[src/rtl/jump_resolve_queue_if.sv]
// jump_resolve_queue_if
// Groups the fetch-side prediction push channel, the execute-side resolve
// channel and the table-update / fetch-redirect outputs of the jump resolve
// queue into one bundle.
//   pred_*      : prediction record pushed at fetch (pred_ready back-pressure)
//   exe_*       : resolution of the oldest in-flight jump
//   flush       : squash every in-flight record
//   upd_*       : write port of the fetch-stage jump history table
//   redirect*   : fetch restart request and target
// master = fetch/execute/table side, slave = the queue itself.
interface jump_resolve_queue_if;
   logic        pred_valid;
   logic [31:0] pred_pc;
   logic        pred_hit;
   logic [31:0] pred_target;
   logic        pred_ready;

   logic        exe_valid;
   logic [31:0] exe_pc;
   logic [31:0] exe_target;
   logic        flush;

   logic        upd_valid;
   logic [31:0] upd_pc;
   logic [31:0] upd_dest;
   logic        redirect;
   logic [31:0] redirect_pc;

   modport master (
      output pred_valid, pred_pc, pred_hit, pred_target,
      output exe_valid, exe_pc, exe_target, flush,
      input  pred_ready,
      input  upd_valid, upd_pc, upd_dest, redirect, redirect_pc
   );

   modport slave (
      input  pred_valid, pred_pc, pred_hit, pred_target,
      input  exe_valid, exe_pc, exe_target, flush,
      output pred_ready,
      output upd_valid, upd_pc, upd_dest, redirect, redirect_pc
   );
endinterface

[src/rtl/jump_resolve_queue.sv]
// jump_resolve_queue
// Execute-side counterpart of the fetch-stage jump history table. Every jump
// predicted at fetch leaves a {pc, hit, target} record here; when execute
// resolves the oldest jump the record is compared against the real outcome.
// A wrong or missing prediction writes the table, redirects fetch and throws
// away all younger (wrong-path) records.
// Ports:
//   clk, reset   : clock, asynchronous active-high reset
//   jq (slave)   : prediction push, resolve, flush, table update, redirect
//   count        : occupied entries
//   resolve_cnt  : number of accepted resolves (wraps)
//   miss_cnt     : number of mispredicts (wraps)
//   order_err    : sticky, a resolve did not match the head record's pc
module jump_resolve_queue #(
   parameter int DEPTH    = 8,
   parameter int CNT_BITS = 16
) (
   input  logic                         clk,
   input  logic                         reset,
   jump_resolve_queue_if.slave          jq,
   output logic [$clog2(DEPTH+1)-1:0]   count,
   output logic [CNT_BITS-1:0]          resolve_cnt,
   output logic [CNT_BITS-1:0]          miss_cnt,
   output logic                         order_err
);

   localparam int PW = $clog2(DEPTH);
   localparam int CW = $clog2(DEPTH+1);
   localparam logic [CW-1:0] FULL_COUNT = CW'(DEPTH);

   logic [31:0]   pc_mem  [DEPTH];
   logic          hit_mem [DEPTH];
   logic [31:0]   tgt_mem [DEPTH];

   logic [PW-1:0] wr_ptr;
   logic [PW-1:0] rd_ptr;

   logic          empty;
   logic [31:0]   head_pc;
   logic          head_hit;
   logic [31:0]   head_target;
   logic          resolve_now;
   logic          mispredict_now;
   logic          pop_now;
   logic          push_now;
   logic          order_bad;

   // Ready only looks at the current occupancy; a pop in the same cycle does
   // not free a slot early, which keeps this path short.
   assign jq.pred_ready = (count != FULL_COUNT);

   // Decode what happens this cycle. Flush wins over everything. A mispredict
   // blocks the push because the incoming record is on the wrong path, and an
   // empty-queue resolve counts as a jump the table never predicted.
   always_comb begin
      empty          = (count == '0);
      head_pc        = pc_mem[rd_ptr];
      head_hit       = hit_mem[rd_ptr];
      head_target    = tgt_mem[rd_ptr];
      resolve_now    = 1'b0;
      mispredict_now = 1'b0;
      pop_now        = 1'b0;
      push_now       = 1'b0;
      order_bad      = 1'b0;

      resolve_now = jq.exe_valid && !jq.flush;
      if (resolve_now) begin
         if (empty) begin
            mispredict_now = 1'b1;
         end else begin
            pop_now        = 1'b1;
            order_bad      = (head_pc != jq.exe_pc);
            mispredict_now = !head_hit || (head_target != jq.exe_target) || order_bad;
         end
      end
      push_now = jq.pred_valid && jq.pred_ready && !jq.flush && !mispredict_now;
   end

   // Pointers and occupancy. Flush and mispredict both empty the queue and
   // re-base the pointers to zero; otherwise push and pop advance independently
   // and count only moves when exactly one of them happens.
   always_ff @(posedge clk or posedge reset) begin
      if (reset) begin
         wr_ptr <= '0;
         rd_ptr <= '0;
         count  <= '0;
      end else if (jq.flush || mispredict_now) begin
         wr_ptr <= '0;
         rd_ptr <= '0;
         count  <= '0;
      end else begin
         if (push_now) begin
            wr_ptr <= wr_ptr + PW'(1);
         end
         if (pop_now) begin
            rd_ptr <= rd_ptr + PW'(1);
         end
         if (push_now && !pop_now) begin
            count <= count + CW'(1);
         end else if (pop_now && !push_now) begin
            count <= count - CW'(1);
         end
      end
   end

   // Record storage. Contents need no reset because count gates every read
   // that matters.
   always_ff @(posedge clk) begin
      if (push_now) begin
         pc_mem[wr_ptr]  <= jq.pred_pc;
         hit_mem[wr_ptr] <= jq.pred_hit;
         tgt_mem[wr_ptr] <= jq.pred_target;
      end
   end

   // Table update and fetch redirect, registered so each is a one-cycle pulse
   // one clock after the resolving exe_valid. Data fields hold their last
   // value between pulses.
   always_ff @(posedge clk or posedge reset) begin
      if (reset) begin
         jq.upd_valid   <= 1'b0;
         jq.upd_pc      <= '0;
         jq.upd_dest    <= '0;
         jq.redirect    <= 1'b0;
         jq.redirect_pc <= '0;
      end else begin
         jq.upd_valid <= mispredict_now;
         jq.redirect  <= mispredict_now;
         if (mispredict_now) begin
            jq.upd_pc      <= jq.exe_pc;
            jq.upd_dest    <= jq.exe_target;
            jq.redirect_pc <= jq.exe_target;
         end
      end
   end

   // Performance counters and the sticky ordering error flag. A flushed
   // resolve is not counted.
   always_ff @(posedge clk or posedge reset) begin
      if (reset) begin
         resolve_cnt <= '0;
         miss_cnt    <= '0;
         order_err   <= 1'b0;
      end else begin
         if (resolve_now) begin
            resolve_cnt <= resolve_cnt + CNT_BITS'(1);
         end
         if (mispredict_now) begin
            miss_cnt <= miss_cnt + CNT_BITS'(1);
         end
         if (order_bad) begin
            order_err <= 1'b1;
         end
      end
   end

endmodule

[src/flat_wrapper.sv]
// flat-port wrapper written by rule: the top's interface ports become plain ports
module jump_resolve_queue_flat 
#(
   parameter int DEPTH    = 8,
   parameter int CNT_BITS = 16
)
  (clk, reset, count, resolve_cnt, miss_cnt, order_err, jq_pred_valid, jq_pred_pc, jq_pred_hit, jq_pred_target, jq_exe_valid, jq_exe_pc, jq_exe_target, jq_flush, jq_pred_ready, jq_upd_valid, jq_upd_pc, jq_upd_dest, jq_redirect, jq_redirect_pc);
  jump_resolve_queue_if jq_i ();
  input  logic clk;
  input  logic reset;
  output logic [$clog2(DEPTH+1)-1:0] count;
  output logic [CNT_BITS-1:0] resolve_cnt;
  output logic [CNT_BITS-1:0] miss_cnt;
  output logic order_err;
  input wire logic [$bits(jq_i.pred_valid)-1:0] jq_pred_valid;
  input wire logic [$bits(jq_i.pred_pc)-1:0] jq_pred_pc;
  input wire logic [$bits(jq_i.pred_hit)-1:0] jq_pred_hit;
  input wire logic [$bits(jq_i.pred_target)-1:0] jq_pred_target;
  input wire logic [$bits(jq_i.exe_valid)-1:0] jq_exe_valid;
  input wire logic [$bits(jq_i.exe_pc)-1:0] jq_exe_pc;
  input wire logic [$bits(jq_i.exe_target)-1:0] jq_exe_target;
  input wire logic [$bits(jq_i.flush)-1:0] jq_flush;
  output wire logic [$bits(jq_i.pred_ready)-1:0] jq_pred_ready;
  output wire logic [$bits(jq_i.upd_valid)-1:0] jq_upd_valid;
  output wire logic [$bits(jq_i.upd_pc)-1:0] jq_upd_pc;
  output wire logic [$bits(jq_i.upd_dest)-1:0] jq_upd_dest;
  output wire logic [$bits(jq_i.redirect)-1:0] jq_redirect;
  output wire logic [$bits(jq_i.redirect_pc)-1:0] jq_redirect_pc;
  assign jq_i.pred_valid = jq_pred_valid;
  assign jq_i.pred_pc = jq_pred_pc;
  assign jq_i.pred_hit = jq_pred_hit;
  assign jq_i.pred_target = jq_pred_target;
  assign jq_i.exe_valid = jq_exe_valid;
  assign jq_i.exe_pc = jq_exe_pc;
  assign jq_i.exe_target = jq_exe_target;
  assign jq_i.flush = jq_flush;
  assign jq_pred_ready = jq_i.pred_ready;
  assign jq_upd_valid = jq_i.upd_valid;
  assign jq_upd_pc = jq_i.upd_pc;
  assign jq_upd_dest = jq_i.upd_dest;
  assign jq_redirect = jq_i.redirect;
  assign jq_redirect_pc = jq_i.redirect_pc;
  jump_resolve_queue #(.DEPTH(DEPTH), .CNT_BITS(CNT_BITS)) u_core (.clk(clk), .reset(reset), .jq(jq_i), .count(count), .resolve_cnt(resolve_cnt), .miss_cnt(miss_cnt), .order_err(order_err));
endmodule
[config.mk]
export PLATFORM = sky130hd
export DESIGN_NAME = jump_resolve_queue_flat
export DESIGN_NICKNAME = d
export VERILOG_FILES = /design/src/rtl/jump_resolve_queue_if.sv /design/src/rtl/jump_resolve_queue.sv /design/src/flat_wrapper.sv
export SDC_FILE = /design/constraint.sdc
export NUM_CORES = 1
export LEC_CHECK = 0
export ABC_AREA = 1
export CAP_MARGIN = 20
export CORE_MARGIN = 2
export CORE_UTILIZATION = 25
export CTS_CLUSTER_DIAMETER = 120
export DETAILED_ROUTE_END_ITERATION = 12
export PLACE_DENSITY_LB_ADDON = 0.2
export SLEW_MARGIN = 20
export SYNTH_ARGS = -nofsm -noshare
export SYNTH_HDL_FRONTEND = slang
export SYNTH_SLANG_ARGS = --single-unit
[constraint.sdc]
create_clock -name clk -period 5.21 [get_ports clk]
set_input_delay 1.563 -clock clk [delete_from_list [all_inputs] [get_ports clk]]
set_output_delay 1.563 -clock clk [all_outputs]
set_load 0.02 [all_outputs]
==> impl_metrics.toml <==
[global_route]
gr-usage-all-layers = 0.1516
maximum_number_of_pins_on_one_net_before_global_route_repair = 73
first_global_vias = 17880
grt_first_pass_wirelength_mm = 123.3
global_route.overflow_total = 0
antenna_violations_before_repair = 16

[sta]
finalHoldViolations = 0
tightestPinTransition_ns = 0.7094
relSlewSlack = 0.5270
timing.final.max_slew_violations = 0
min_period_over_period = 0.9267
max_freq_mhz = 207.1
final.hold.worst_slack_ns = 0.4738
layout_min_cycle_time_ns = 4.828
rsz0062_at_grt = "no"
final.setup_skew_ns = 0.02883
report.final.setup_viol = 0
post_route_setup_tns_ns = 0

[synth]
synth_top_family_by_area = "simple AND/OR/NAND/NOR gates"
synth_cell_type_count = 28
postSynthNetCount = 2754
synthAdderAreaFrac = 0.003991
synth-simple-area-share = 0.2047
netlist_instances = 2612
synth_compound_area_frac = 0.03810
synth_xor_xnor_area_share = 0.01104
synth_largest_type_area_fraction = 0.5791
synth.area.top_cells = "edfxtp_1 (58%), dfrtp_1 (10%), nand2_1 (10%)"
netlist.top_cell.by_area = "edfxtp_1"
synth.mux.area_fraction = 0
syn_area_um2 = 26960
synth-seq-area-share = 0.6794
ys_seq_elements = 628
avgSynthCellArea_um2 = 10.32
synthesis.yosys.warnings = 0

[die]
initial_core_util = 0.2519
chipWidth_um = 332.4
floorplan.die_area_um2 = 110500
num_io_pins = 270
chipHeight_um = 332.4
placementRows = 120
core_um2 = 107100

[clocking]
tritoncts = "yes"
cts-root-buf = "clkbuf_16"
clock_tree.htree_level_count = 3
clk_transition_reported_paths_ns = 0.06
longest_clk_path_bufs = 3
cts_num_sinks = 628
numCtsBuffers = 78
clk_latency_ns = 0.64

[power]
vdd.ir_drop.worst_uv = 199.6
total_power_mw = 12.44
leakagePower_nw = 13.46
power.density_nw_per_um2 = 364.3

[placed_design]
routabilityCongestion = 0.7655
place.port_buffers = 269
place_area_um2 = 31490
dp_hpwl_mm = 52.27

[setup_path]
timing.reg2reg.worst_path_depth = 25
timing.setup.critical_path_class = "flop to flop"
worst-path-max-fanout = 32
crit_path_start = "u_core.rd_ptr[0]"
cp_data_required_time_ns = 5.78
register_to_register_setup_slack_ns = 0.38
worst_setup_path_endpoint = "u_core.count[3]"
regToRegEndpoint = "u_core.count[3]"
worst_r2r_startpoint = "u_core.rd_ptr[0]"
setup.worst_path.end_class = "flop"
crit_arrival_ns = 5.40
critical_path.startpoint_type = "flop"

[route]
wire_per_inst_um = 19.44
drt_drc_violations_left = 0
final_antenna_net_count = 0
drt_first_iter_violations = 1218
viasPerCell = 4.287
detail_route.first_pass.iterations = 5
vias = 18650
routed_wirelength_mm = 84.59

[cells_and_area]
layout.cell_area.non_filler_um2 = 34150
synthToLayoutAreaGrowth_pct = 26.65
utilization = 0.3190
post_route_cells_drive_above_1_share = 0.06866
final_net_count = 3020

[flow_run]
max_cap_viol_count = 0

[hold_path]
hp-class = "flop to flop"

[status]
status = "finished, final reports clean"
## state kept, by name, indices dropped and copies added (netlist names), 4 cells and up
signal / flops
u_core.count: 4
u_core.hit_mem: 8
u_core.jq.upd_dest: 32
u_core.jq.upd_pc: 32
u_core.miss_cnt: 16
u_core.pc_mem: 256
u_core.resolve_cnt: 16
u_core.tgt_mem: 256
## report_power, final
| group | switching, mW | internal [mW] |
|---|---|---|
| logic | 0.648 | 0.485 |
| clock network | 2.19 | 3.38 |
| registers | 0.132 | 5.61 |
| total | 2.97 | 9.47 |
## worst max-delay path: stages (launching register included)
cell	delay, ns
dfrtp_4	0.65
inv_6	0.35
buf_4	0.40
nand2_1	0.09
nand3_1	0.08
nand3_1	0.10
nand3_1	0.10
nand2_1	0.07
nor2_1	0.52
nand2_1	0.11
nor2_1	0.10
nand2_1	0.08
nor2_1	0.36
nand2_1	0.24
nand2_8	0.10
nand2_2	0.05
inv_1	0.05
ha_1	0.15
inv_1	0.07
ha_1	0.31
a21oi_1	0.14
nand2_1	0.08
o21ai_0	0.20
xor2_1	0.16
inv_1	0.05
nor2_1	0.10
## per-layer routing
layer	global-route usage	up-vias	routed length (um)
li1	-	9179	-
met1	0.2128	8912	40650
met2	0.2376	431	37980
met3	0.03177	116	4275
met4	0.03868	16	1578
met5	0	-	103
## area by class of cell
cell class,count,area [um2]
diodes,6,15.01
clock buffers,108,2166
clock inverters,36,474.2
fillers,10890,72910
inverters,226,862.1
multi-input cells,1607,7029
flip-flops and latches,628,18330
well taps,1403,1755
repair buffers,337,3516
## cell usage after synthesis
cell type / number
nand3_1: 298
a21oi_1: 6
buf_4: 48
nor4_1: 1
edfxtp_1: 520
o211ai_1: 4
nand2_1: 715
buf_1: 14
clkbuf_1: 11
inv_1: 223
a21o_1: 1
ha_1: 7
a31oi_1: 1
o21bai_1: 1
and3_1: 1
dfrtp_1: 108
o21ai_1: 75
nand2_2: 2
buf_2: 78
o21ai_0: 114
nor2_1: 337
inv_2: 3
nand4_1: 3
fa_1: 1
nor3_1: 4
nor3b_1: 2
xor2_1: 21
xnor2_1: 13
## timing repair
action                     CTS  global route
hold buffers                 0             0
resized for setup            1             0
setup buffers                0             0
setup endpoints to repair    1             0
## through the flow
step,setup WS (ns),std cells
global placement,-0.2965,4201
floorplan,-0.5604,2612
CTS,0.2507,4345
finish,0.3818,4351
global route,0.04963,4347
detailed placement,-0.2817,4201
## worst min-delay path by stage
stage,to,startpoint,slack [ns],cells past startpoint
after detailed placement,u_core.resolve_cnt[15],u_core.resolve_cnt[15],0.47,1
after floorplan,u_core.rd_ptr[1],u_core.rd_ptr[1],0.55,3
after global placement,u_core.resolve_cnt[15],u_core.resolve_cnt[15],0.46,1
after CTS,u_core.resolve_cnt[15],u_core.resolve_cnt[15],0.47,1
final,u_core.resolve_cnt[15],u_core.resolve_cnt[15],0.47,1
after global routing,u_core.resolve_cnt[15],u_core.resolve_cnt[15],0.50,1
## cells by family after synthesis
family,Yosys count
AOI/OAI and AO/OA,202
xor gates and xnor gates,34
adders and majority gates,8
buffers and inverters,377
DFF,628
and+or+nand+nor,1363
## cell usage in the layout (no fill, tap or decap), types with 7 or more instances in the layout
cell / n
clkinv_2: 10
ha_1: 7
o21ai_1: 75
o21ai_0: 114
nor2_4: 8
inv_1: 221
nor2_1: 329
nand3_1: 298
edfxtp_1: 520
clkinv_1: 8
clkdlybuf4s50_1: 269
buf_4: 43
bufinv_16: 9
nand2_1: 715
clkbuf_16: 79
xnor2_1: 13
clkbuf_8: 8
buf_12: 25
clkbuf_1: 21
xor2_1: 21
dfrtp_1: 105
Note: power is estimated with default switching activity, not from simulation.
